$ cat src/rtl/traffic_pkg.sv
// Shared traffic-controller definitions: lamp codes, dispatcher states, rollback word.
// Latency: n/a (types and constants only).
// Backpressure: n/a.
package traffic_pkg;

  // Car lamp codes driven by the path controllers
  localparam logic [3:0] CAR_RED    = 4'b1000;
  localparam logic [3:0] CAR_YELLOW = 4'b0100;
  localparam logic [3:0] CAR_LEFT   = 4'b0010;
  localparam logic [3:0] CAR_GREEN  = 4'b0001;

  // Walk lamp codes driven by the path controllers
  localparam logic [1:0] WALK_RED   = 2'b10;
  localparam logic [1:0] WALK_GREEN = 2'b01;

  // Dispatcher FSM encoding
  typedef enum logic [1:0] {
    IDLE    = 2'd0,
    REQ     = 2'd1,
    HOLD    = 2'd2,
    RELEASE = 2'd3
  } disp_state_e;

  // Rollback word: bit3 = direction, bits2:0 = magnitude
  typedef struct packed {
    logic       dir;
    logic [2:0] mag;
  } rollback_t;

  // 7-bit counter increment that sticks at its maximum
  function automatic logic [6:0] sat_inc(input logic [6:0] v);
    return (v == 7'h7f) ? v : v + 7'd1;
  endfunction

endpackage

$ cat src/rtl/vip_debounce.sv
// Per-path VIP request debouncer: run counter plus sticky pending flag.
// Latency: pending sets on the DEBOUNCE-th consecutive high sample.
// Backpressure: none; pending holds until the grant clears it.
module vip_debounce
  import traffic_pkg::*;
#(
  parameter int DEBOUNCE = 3
) (
  input  logic clk,
  input  logic rst_n,
  input  logic raw,
  input  logic clr,
  output logic pending
);

  logic [6:0] run_q;
  logic [6:0] run_d;

  // Run length of the raw input, restarting whenever it drops
  always_comb begin
    run_d = raw ? sat_inc(run_q) : 7'd0;
  end

  // Latch a request once per run on reaching the threshold; a grant clears it
  always_ff @(posedge clk or negedge rst_n) begin
    if (!rst_n) begin
      run_q   <= 7'd0;
      pending <= 1'b0;
    end else begin
      run_q <= run_d;
      if (clr)
        pending <= 1'b0;
      else if (run_d == 7'(DEBOUNCE))
        pending <= 1'b1;
    end
  end

endmodule

$ cat src/rtl/vip_dispatcher.sv
// VIP preemption dispatcher: arbitrates debounced requests and drives isvip to both paths.
// Latency: grant one edge after pending; release on the edge entering RELEASE.
// Backpressure: waits in REQ for CAR_GREEN on the granted path, aborts after WAIT_MAX.
module vip_dispatcher
  import traffic_pkg::*;
#(
  parameter int DEBOUNCE = 3,
  parameter int WAIT_MAX = 16,
  parameter int MIN_HOLD = 10,
  parameter int MAX_HOLD = 40,
  parameter int CLR_GAP  = 4
) (
  input  logic       clk,
  input  logic       start,
  input  logic [1:0] vip_req,
  input  logic [1:0] vip_clear,
  input  logic [3:0] car_traffic_0,
  input  logic [3:0] car_traffic_1,
  input  logic [3:0] prev_counter_0,
  input  logic [3:0] prev_counter_1,
  output logic       isvip,
  output logic       vip_path_index,
  output logic [3:0] rollback_cnt_0,
  output logic [3:0] rollback_cnt_1,
  output logic       busy,
  output logic       abort
);

  localparam logic [6:0] WAIT_LIM = 7'(WAIT_MAX);
  localparam logic [6:0] MIN_LIM  = 7'(MIN_HOLD);
  localparam logic [6:0] MAX_LIM  = 7'(MAX_HOLD);
  localparam logic [6:0] GAP_LIM  = 7'(CLR_GAP);

  disp_state_e state_q, state_d;
  logic [6:0]  cnt_q, cnt_d;
  logic [1:0]  pending;
  logic [1:0]  pend_clr;
  logic        grant_d;
  logic        grant_path;
  logic        abort_d;
  logic        isvip_d;
  logic        busy_d;
  logic        idx_d;
  logic        last_q, last_d;
  logic        rb_upd;
  logic [3:0]  lamp_sel;
  logic        clr_sel;
  rollback_t   rb0_q, rb1_q;

  genvar g;
  for (g = 0; g < 2; g++) begin : g_deb
    vip_debounce #(.DEBOUNCE(DEBOUNCE)) u_deb (
      .clk     (clk),
      .rst_n   (start),
      .raw     (vip_req[g]),
      .clr     (pend_clr[g]),
      .pending (pending[g])
    );
  end

  // Arbitration and granted-path selection of lamp and clear sensor
  always_comb begin
    grant_path = (&pending) ? ~last_q : pending[1];
    lamp_sel   = vip_path_index ? car_traffic_1 : car_traffic_0;
    clr_sel    = vip_path_index ? vip_clear[1] : vip_clear[0];
  end

  // FSM state and shared phase counter
  always_ff @(posedge clk or negedge start) begin
    if (!start) begin
      state_q <= IDLE;
      cnt_q   <= 7'd0;
    end else begin
      state_q <= state_d;
      cnt_q   <= cnt_d;
    end
  end

  // Next-state: counter is 1 in the first cycle of each phase
  always_comb begin
    state_d = state_q;
    cnt_d   = sat_inc(cnt_q);
    grant_d = 1'b0;
    abort_d = 1'b0;
    unique case (state_q)
      IDLE: begin
        cnt_d = 7'd0;
        if (|pending) begin
          state_d = REQ;
          cnt_d   = 7'd1;
          grant_d = 1'b1;
        end
      end
      REQ: begin
        if (lamp_sel == CAR_GREEN) begin
          state_d = HOLD;
          cnt_d   = 7'd1;
        end else if (cnt_q >= WAIT_LIM) begin
          state_d = RELEASE;
          cnt_d   = 7'd1;
          abort_d = 1'b1;
        end
      end
      HOLD: begin
        if ((cnt_q >= MAX_LIM) || (clr_sel && (cnt_q >= MIN_LIM))) begin
          state_d = RELEASE;
          cnt_d   = 7'd1;
        end
      end
      RELEASE: begin
        if (cnt_q >= GAP_LIM) begin
          if (|pending) begin
            state_d = REQ;
            cnt_d   = 7'd1;
            grant_d = 1'b1;
          end else begin
            state_d = IDLE;
            cnt_d   = 7'd0;
          end
        end
      end
      default: begin
        state_d = IDLE;
        cnt_d   = 7'd0;
      end
    endcase
  end

  // Output decode: next values of the registered outputs
  always_comb begin
    isvip_d  = (state_d == REQ) || (state_d == HOLD);
    busy_d   = (state_d != IDLE);
    idx_d    = grant_d ? grant_path : vip_path_index;
    last_d   = grant_d ? grant_path : last_q;
    pend_clr = grant_d ? (grant_path ? 2'b10 : 2'b01) : 2'b00;
    rb_upd   = (state_q == REQ) || (state_q == HOLD);
  end

  // Registered outputs; reset drops isvip without waiting for a clock
  always_ff @(posedge clk or negedge start) begin
    if (!start) begin
      isvip          <= 1'b0;
      busy           <= 1'b0;
      abort          <= 1'b0;
      vip_path_index <= 1'b0;
      last_q         <= 1'b1;
    end else begin
      isvip          <= isvip_d;
      busy           <= busy_d;
      abort          <= abort_d;
      vip_path_index <= idx_d;
      last_q         <= last_d;
    end
  end

  // Rollback words track the controllers while preempting, frozen otherwise
  always_ff @(posedge clk or negedge start) begin
    if (!start) begin
      rb0_q <= '0;
      rb1_q <= '0;
    end else if (rb_upd) begin
      rb0_q <= rollback_t'(prev_counter_0);
      rb1_q <= rollback_t'(prev_counter_1);
    end
  end

  assign rollback_cnt_0 = rb0_q;
  assign rollback_cnt_1 = rb1_q;

endmodule
$ cat config.mk
export PLATFORM = sky130hd
export DESIGN_NAME = vip_dispatcher
export DESIGN_NICKNAME = d
export VERILOG_FILES = /design/src/rtl/traffic_pkg.sv /design/src/rtl/vip_debounce.sv /design/src/rtl/vip_dispatcher.sv
export SDC_FILE = /design/constraint.sdc
export NUM_CORES = 1
export LEC_CHECK = 0
export BUFFER_PORTS_ARGS = -buffer_cell sky130_fd_sc_hd__buf_4
export CAP_MARGIN = 5
export CORE_UTILIZATION = 56
export CTS_CLUSTER_SIZE = 10
export DETAILED_ROUTE_END_ITERATION = 12
export PLACE_DENSITY = 0.79
export SYNTH_ARGS = -nofsm -noshare
export SYNTH_HDL_FRONTEND = slang
export SYNTH_HIERARCHICAL = 1
export SYNTH_SLANG_ARGS = --single-unit
$ cat constraint.sdc
create_clock -name clk -period 2.2 [get_ports clk]
set_input_delay 0.33 -clock clk [delete_from_list [all_inputs] [get_ports clk]]
set_output_delay 0.33 -clock clk [all_outputs]
set_load 0.005 [all_outputs]
After elaboration in Yosys (flattened, before gate mapping)
Index checks and enable logic that the tools add are counted.

Add/subtract/negate cells: 3. Magnitude comparators: 4. Equal/unequal tests: 11. Muxes and demuxes: 33. Bitwise gates (word level): 1. Reduce and logical (&&, ||, !) cells: 10.

Operators by type and width (count): $mux 7 (9); $pmux 7 s4 (1); $add 7x1->7 const B (3); $eq 7x7->1 const B (3); $eq 7x2->1 const B (2); $mux 2 (7); $mux 1 (13); $pmux 2 s4 (1); $ge 7x3->1 const B (1); $ge 7x4->1 const B (1); $ge 7x5->1 const B (1); $ge 7x6->1 const B (1); $eq 2x2->1 const B (3); $reduce_bool 2->1 (3); $eq 2x1->1 const B (2); $eq 4x1->1 const B (1); $mux 4 (1); $logic_or 1x1->1 (3); $logic_not 2->1 (1); $pmux 1 s2 (1); $reduce_and 2->1 (1); $reduce_or 2->1 (1); $logic_and 1x1->1 (1); $not 1->1 (1).

Flip-flop bits (word level): 38. Input bits: 22.

Depth between registers and ports, before layout
Word-level depth: 7. Depth in mapped cells: 9. Depth with buffers taken out: 8.

Cells and area by module
Netlist, hierarchy kept.

By module, submodules not included: vip_dispatcher (times used 1, cells an instance 118, area each 1276.2 µm², sequential area each 551.8 µm²); vip_debounce (times used 2, cells an instance 38, area each 422.9 µm², sequential area each 200.2 µm²).

Least setup slack after synthesis
OpenSTA, ideal clock, no wires.

Path type: reg-to-reg. From: register state_q[1]. To: register g_deb[1].u_deb.pending. Arrival: 1.851 ns. Data required time: 2.099 ns. Setup slack: 0.249 ns. Stages on the path, launching flop included: 10. Path buffers: 1. Clock period less this slack: 1.951 ns. Path through: dfrtp_1 inv_1 ha_1 clkbuf_1 nor2b_1 o21ai_0 nor2_1 nor4bb_1 nand3_1 o32ai_1.

Longest elaborated chain between the ends: 4. Elaborated cells on any way between the ends: 6.

Ends and longest elaborated chain: start: declaration (RTL line vip_dispatcher.sv:34) `disp_state_e state_q, state_d;`; start signal: assignment (RTL line vip_dispatcher.sv:74) `state_q <= state_d;`; $eq 2x2->1 / $logic_not 2->1 (equally long branches) (RTL line vip_dispatcher.sv:85) `unique case (state_q)`; $pmux 1 s2 (*) (RTL line vip_dispatcher.sv:85); $mux 2 (*) (RTL line vip_dispatcher.sv:135) `pend_clr = grant_d ? (grant_path ? 2'b10 : 2'b01) : 2'b00;`; via pend_clr[1] (RTL line vip_dispatcher.sv:37) `logic [1:0] pend_clr;`; $mux 1 / $reduce_bool 2->1 (equally long branches); end signal: assignment (RTL line vip_debounce.sv:28) `pending <= 1'b0;`; end signal: assignment (RTL line vip_debounce.sv:32) `pending <= 1'b0;`; end signal: assignment (RTL line vip_debounce.sv:34) `pending <= 1'b1;`; end: declaration (RTL line vip_debounce.sv:13) `output logic pending`.

The timed path passes the listed nets; every way through them passes the cells marked *. A chain may end at the register's enable or synchronous reset.

Final worst setup path
From: register state_q[1]. To: register isvip.

Longest elaborated chain between the ends: 5. Elaborated cells on any way between the ends: 13.

Ends and longest elaborated chain: $mux 2 (RTL line vip_dispatcher.sv:98) `end else if (cnt_q >= WAIT_LIM) begin`; $mux 2 (RTL line vip_dispatcher.sv:95) `if (lamp_sel == CAR_GREEN) begin`; $pmux 2 s4 (*) (RTL line vip_dispatcher.sv:85); $eq 2x1->1 / $eq 2x2->1 (equally long branches) (RTL line vip_dispatcher.sv:131) `isvip_d = (state_d == REQ) || (state_d == HOLD);`; $logic_or 1x1->1 (*) (RTL line vip_dispatcher.sv:131); via isvip_d (RTL line vip_dispatcher.sv:41) `logic isvip_d;`; end signal: assignment (RTL line vip_dispatcher.sv:148) `isvip <= isvip_d;`; end: declaration (RTL line vip_dispatcher.sv:21) `output logic isvip,`.

Marks and branches as above.

==> metrics.md <==
| Metric | Value |
|---|---|
| Status | `finished with violations` |
| Failing checks | `hold timing` |
| Core Footprint | `0.00347 mm^2` |
| Hold Crit Class | `in -> async` |
| Die ar. | `0.00404 mm^2` |
| RSZ-0062 raised after global routing | `false` |
| H-tree depth | `2` |
| Crit. Startpoint | `state_q[1]` |
| Asr flop ratio synth | `100%` |
| Slowest cell on the critical path | `dfrtp_1` |
| Initial antenna violation count | `0` |
| Final std cells w/o fill | `278` |
| Gpl congestion | `0.856` |
| Dominant cell type by area after synthesis | `dfrtp_1` |
| Synth area leaders | `dfrtp_1 44%, ha_1 5.9%, mux2_2 4.2%, o21ai_0 2.6%, nor3_1 2.4%` |
| CTS tree | `built` |
| #FFs+latches synth | `38` |
| Final net count | `263` |
| Die X-Extent | `63.6 um` |
| Antenna diodes | `0` |
| GR peak layer | `met2` |
| CP Cell Sequence | `inv_1 > ha_1 > inv_1 > or2_2 > o22ai_1 > o31ai_1 > ha_1` |
| Synth Warn # | `6` |
| Final cycle utilization of the critical path | `96.0%` |
| Final setup fails | `0` |
| Clock Skew | `0.00882 ns` |
| Max-Cap Viols | `0` |
| Leakage power | `1.14 nW` |
| Std cell rows | `21` |
| Vias | `1645` |
| PostCTS Resize Cnt | `0` |
| Final hold slack | `-0.0135 ns` |
| Met3 GRT Util | `6.34%` |
| FMAX | `0.473 GHz` |
| Post-CTS Setup Inserts | `0` |
| Max FO, Critical Path | `7` |
| CTS Buf Count | `5` |
| WP data arrival | `2.29 ns` |
| Most common cell after layout, fill and taps aside | `dfrtp_1` |
| DP Cell Count | `270` |
| Vias in the first global route | `1669` |
| Met2 Track Usage GR | `38.8%` |
| Detailed placer's ending HPWL | `3.10 mm` |
| Clk buf depth | `2` |
| Pin count of the biggest net entering global routing | `39` |
| Global Route Usage Sum | `23.9%` |
| Top-area cell type share of the netlist area | `43.6%` |
| Seq/Total Area, Yosys | `44.9%` |
| Post-Syn Instances | `194` |
| Clock latency on the worst-skew pair | `0.29 ns` |
| CP Capture Type | `flip-flop` |
| Port-buffer cells | `33` |
| ANT nets after route | `0` |
| Routed WL | `4.24 mm` |
| Startpoint Class | `flip-flop` |
| Hold Vio Cnt, Final | `27` |
| Slew Viols, Final | `0` |
| Sum Neg Setup Slack | `0 ns` |
| Worst Path Required | `2.38 ns` |
| Root Driver | `clkbuf_8` |
| First-pass GRT wire length | `7.34 mm` |
| Pwr/cell area | `1040 mW/mm^2` |
| CTS Sinks | `38` |
| Drt first-iter violations | `117` |
| Flop2flop setup slack | `0.09 ns` |
| Global route overflow | `0` |
| Reg clk slew, reported paths | `0.07 ns` |
| 1st-pass router iterations | `4` |
| Commonest non-fill, non-tap cells in the layout | `37 x dfrtp_1, 35 x buf_4, 11 x inv_1, 11 x o21ai_0` |
| Met1 usage | `29.2%` |
| Hold buffers post-CTS | `0` |
| Synth Net Count | `226` |
| Final min period | `2.11 ns` |
| CP Class | `reg -> reg` |
| EDFF count, synth | `0` |
| Drt via density | `5.92` |
| DR DRC count | `0` |
| Post-synthesis average cell area | `10.9 um^2` |
| Avg WL per Cell | `15.3 um` |
| Ys flop type | `dfrtp_1` |
| Layout cell share with drive strength beyond 1 | `28.9%` |
| Peak supply drop | `0.792 mV` |
| Ports | `34` |
| Area Growth Syn to Fin | `18.8%` |
| Slowest cell delay on critical path | `0.44 ns` |
| R2R Path Start | `state_q[1]` |
| Yosys cell types | `56` |
| Die Y | `63.6 um` |
| Mapped Area | `0.00212 mm^2` |
| Initial Utilization | `61.2%` |
==> registers in the layout, indices dropped and copies added (netlist names) <==
name,flops
busy,1
state_q,2
rollback_cnt_1,4
cnt_q,7
last_q,1
isvip,1
rollback_cnt_0,4
g_deb.u_deb/run_q,14
g_deb.u_deb/pending,2
vip_path_index,1
abort,1
==> per-layer routing <==
layer  vias to the layer above  wire (um)
met4                         0         85
met5                         -          0
met3                         8        278
met2                        65       2050
met1                       781       1820
li1                        791          -
==> path summary, 6_finish.rpt <==
path                            depth (start not counted)                 to
worst max-delay path                                    7              isvip
worst min-delay path                                    1               busy
worst max register to register                          7              isvip
worst min register to register                          1  rollback_cnt_1[2]
max in group asynchronous                               1             last_q
min in group clk                                        2  rollback_cnt_1[2]
==> critical path: cells and delay by family, from the launching register on <==
kind	cells	cell delay, ns
adder cells (fa/ha/maj)	2	0.62
flip-flops	1	0.44
AND/OR/NAND/NOR	1	0.33
AO/OA/AOI/OAI	2	0.31
buffers and inverters	2	0.30
==> per-stage QoR <==
stage | util [%] | setup slack [ns] | instance area, um^2 | total power (W)
floorplan | - | 0.249 | 2120 | 0.00167
global placement | 69.5 | 0.307 | 2410 | 0.00202
finish | 72.7 | 0.0872 | 2520 | 0.00263
detailed placement | 69.5 | 0.152 | 2410 | 0.00208
global route | 72.7 | 0.0196 | 2520 | 0.00280
CTS | 72.7 | 0.118 | 2520 | 0.00265
==> layout make-up <==
cell class                      count  area [um^2]
Tap cell                           46         57.6
Inverter                           11         41.3
Clock buffer                        8          110
Fill cell                         264          948
Sequential cell                    38          952
Timing Repair Buffer               35          263
Multi-Input combinational cell    140         1100
==> cell usage after synthesis (3+ instances only) <==
library cell  count
or3_1             3
a31oi_1           6
inv_1            11
nor2_1            5
a21boi_0          3
xnor2_1           5
a31o_2            3
nor3_1           10
xor2_1            3
o21a_1            3
mux2_2            8
ha_1             10
and2_1            5
nand3_1           7
o211ai_1          3
nor2b_1           6
dfrtp_1          37
nand4_1           3
o21ai_0          11
mux2i_1           3
==> cells by family after synthesis <==
group,Yosys count,synth area share [%]
and+or+nand+nor,60,19.2
AOI/OAI and AO/OA,49,16.9
DFF,38,44.9
other,1,0.177
adders and majority gates,10,5.90
xor gates and xnor gates,8,3.30
buffers and inverters,16,3.48
muxes,12,6.19
==> where the power goes <==
part | total (W) | internal (W) | leakage (nW) | switching (W)
clock | 0.000559 | 0.000316 | 0.0575 | 0.000242
combinational | 0.00104 | 0.000553 | 0.605 | 0.000482
sequential | 0.00104 | 0.000892 | 0.478 | 0.000147
Note: power is estimated with default switching activity, not from simulation.
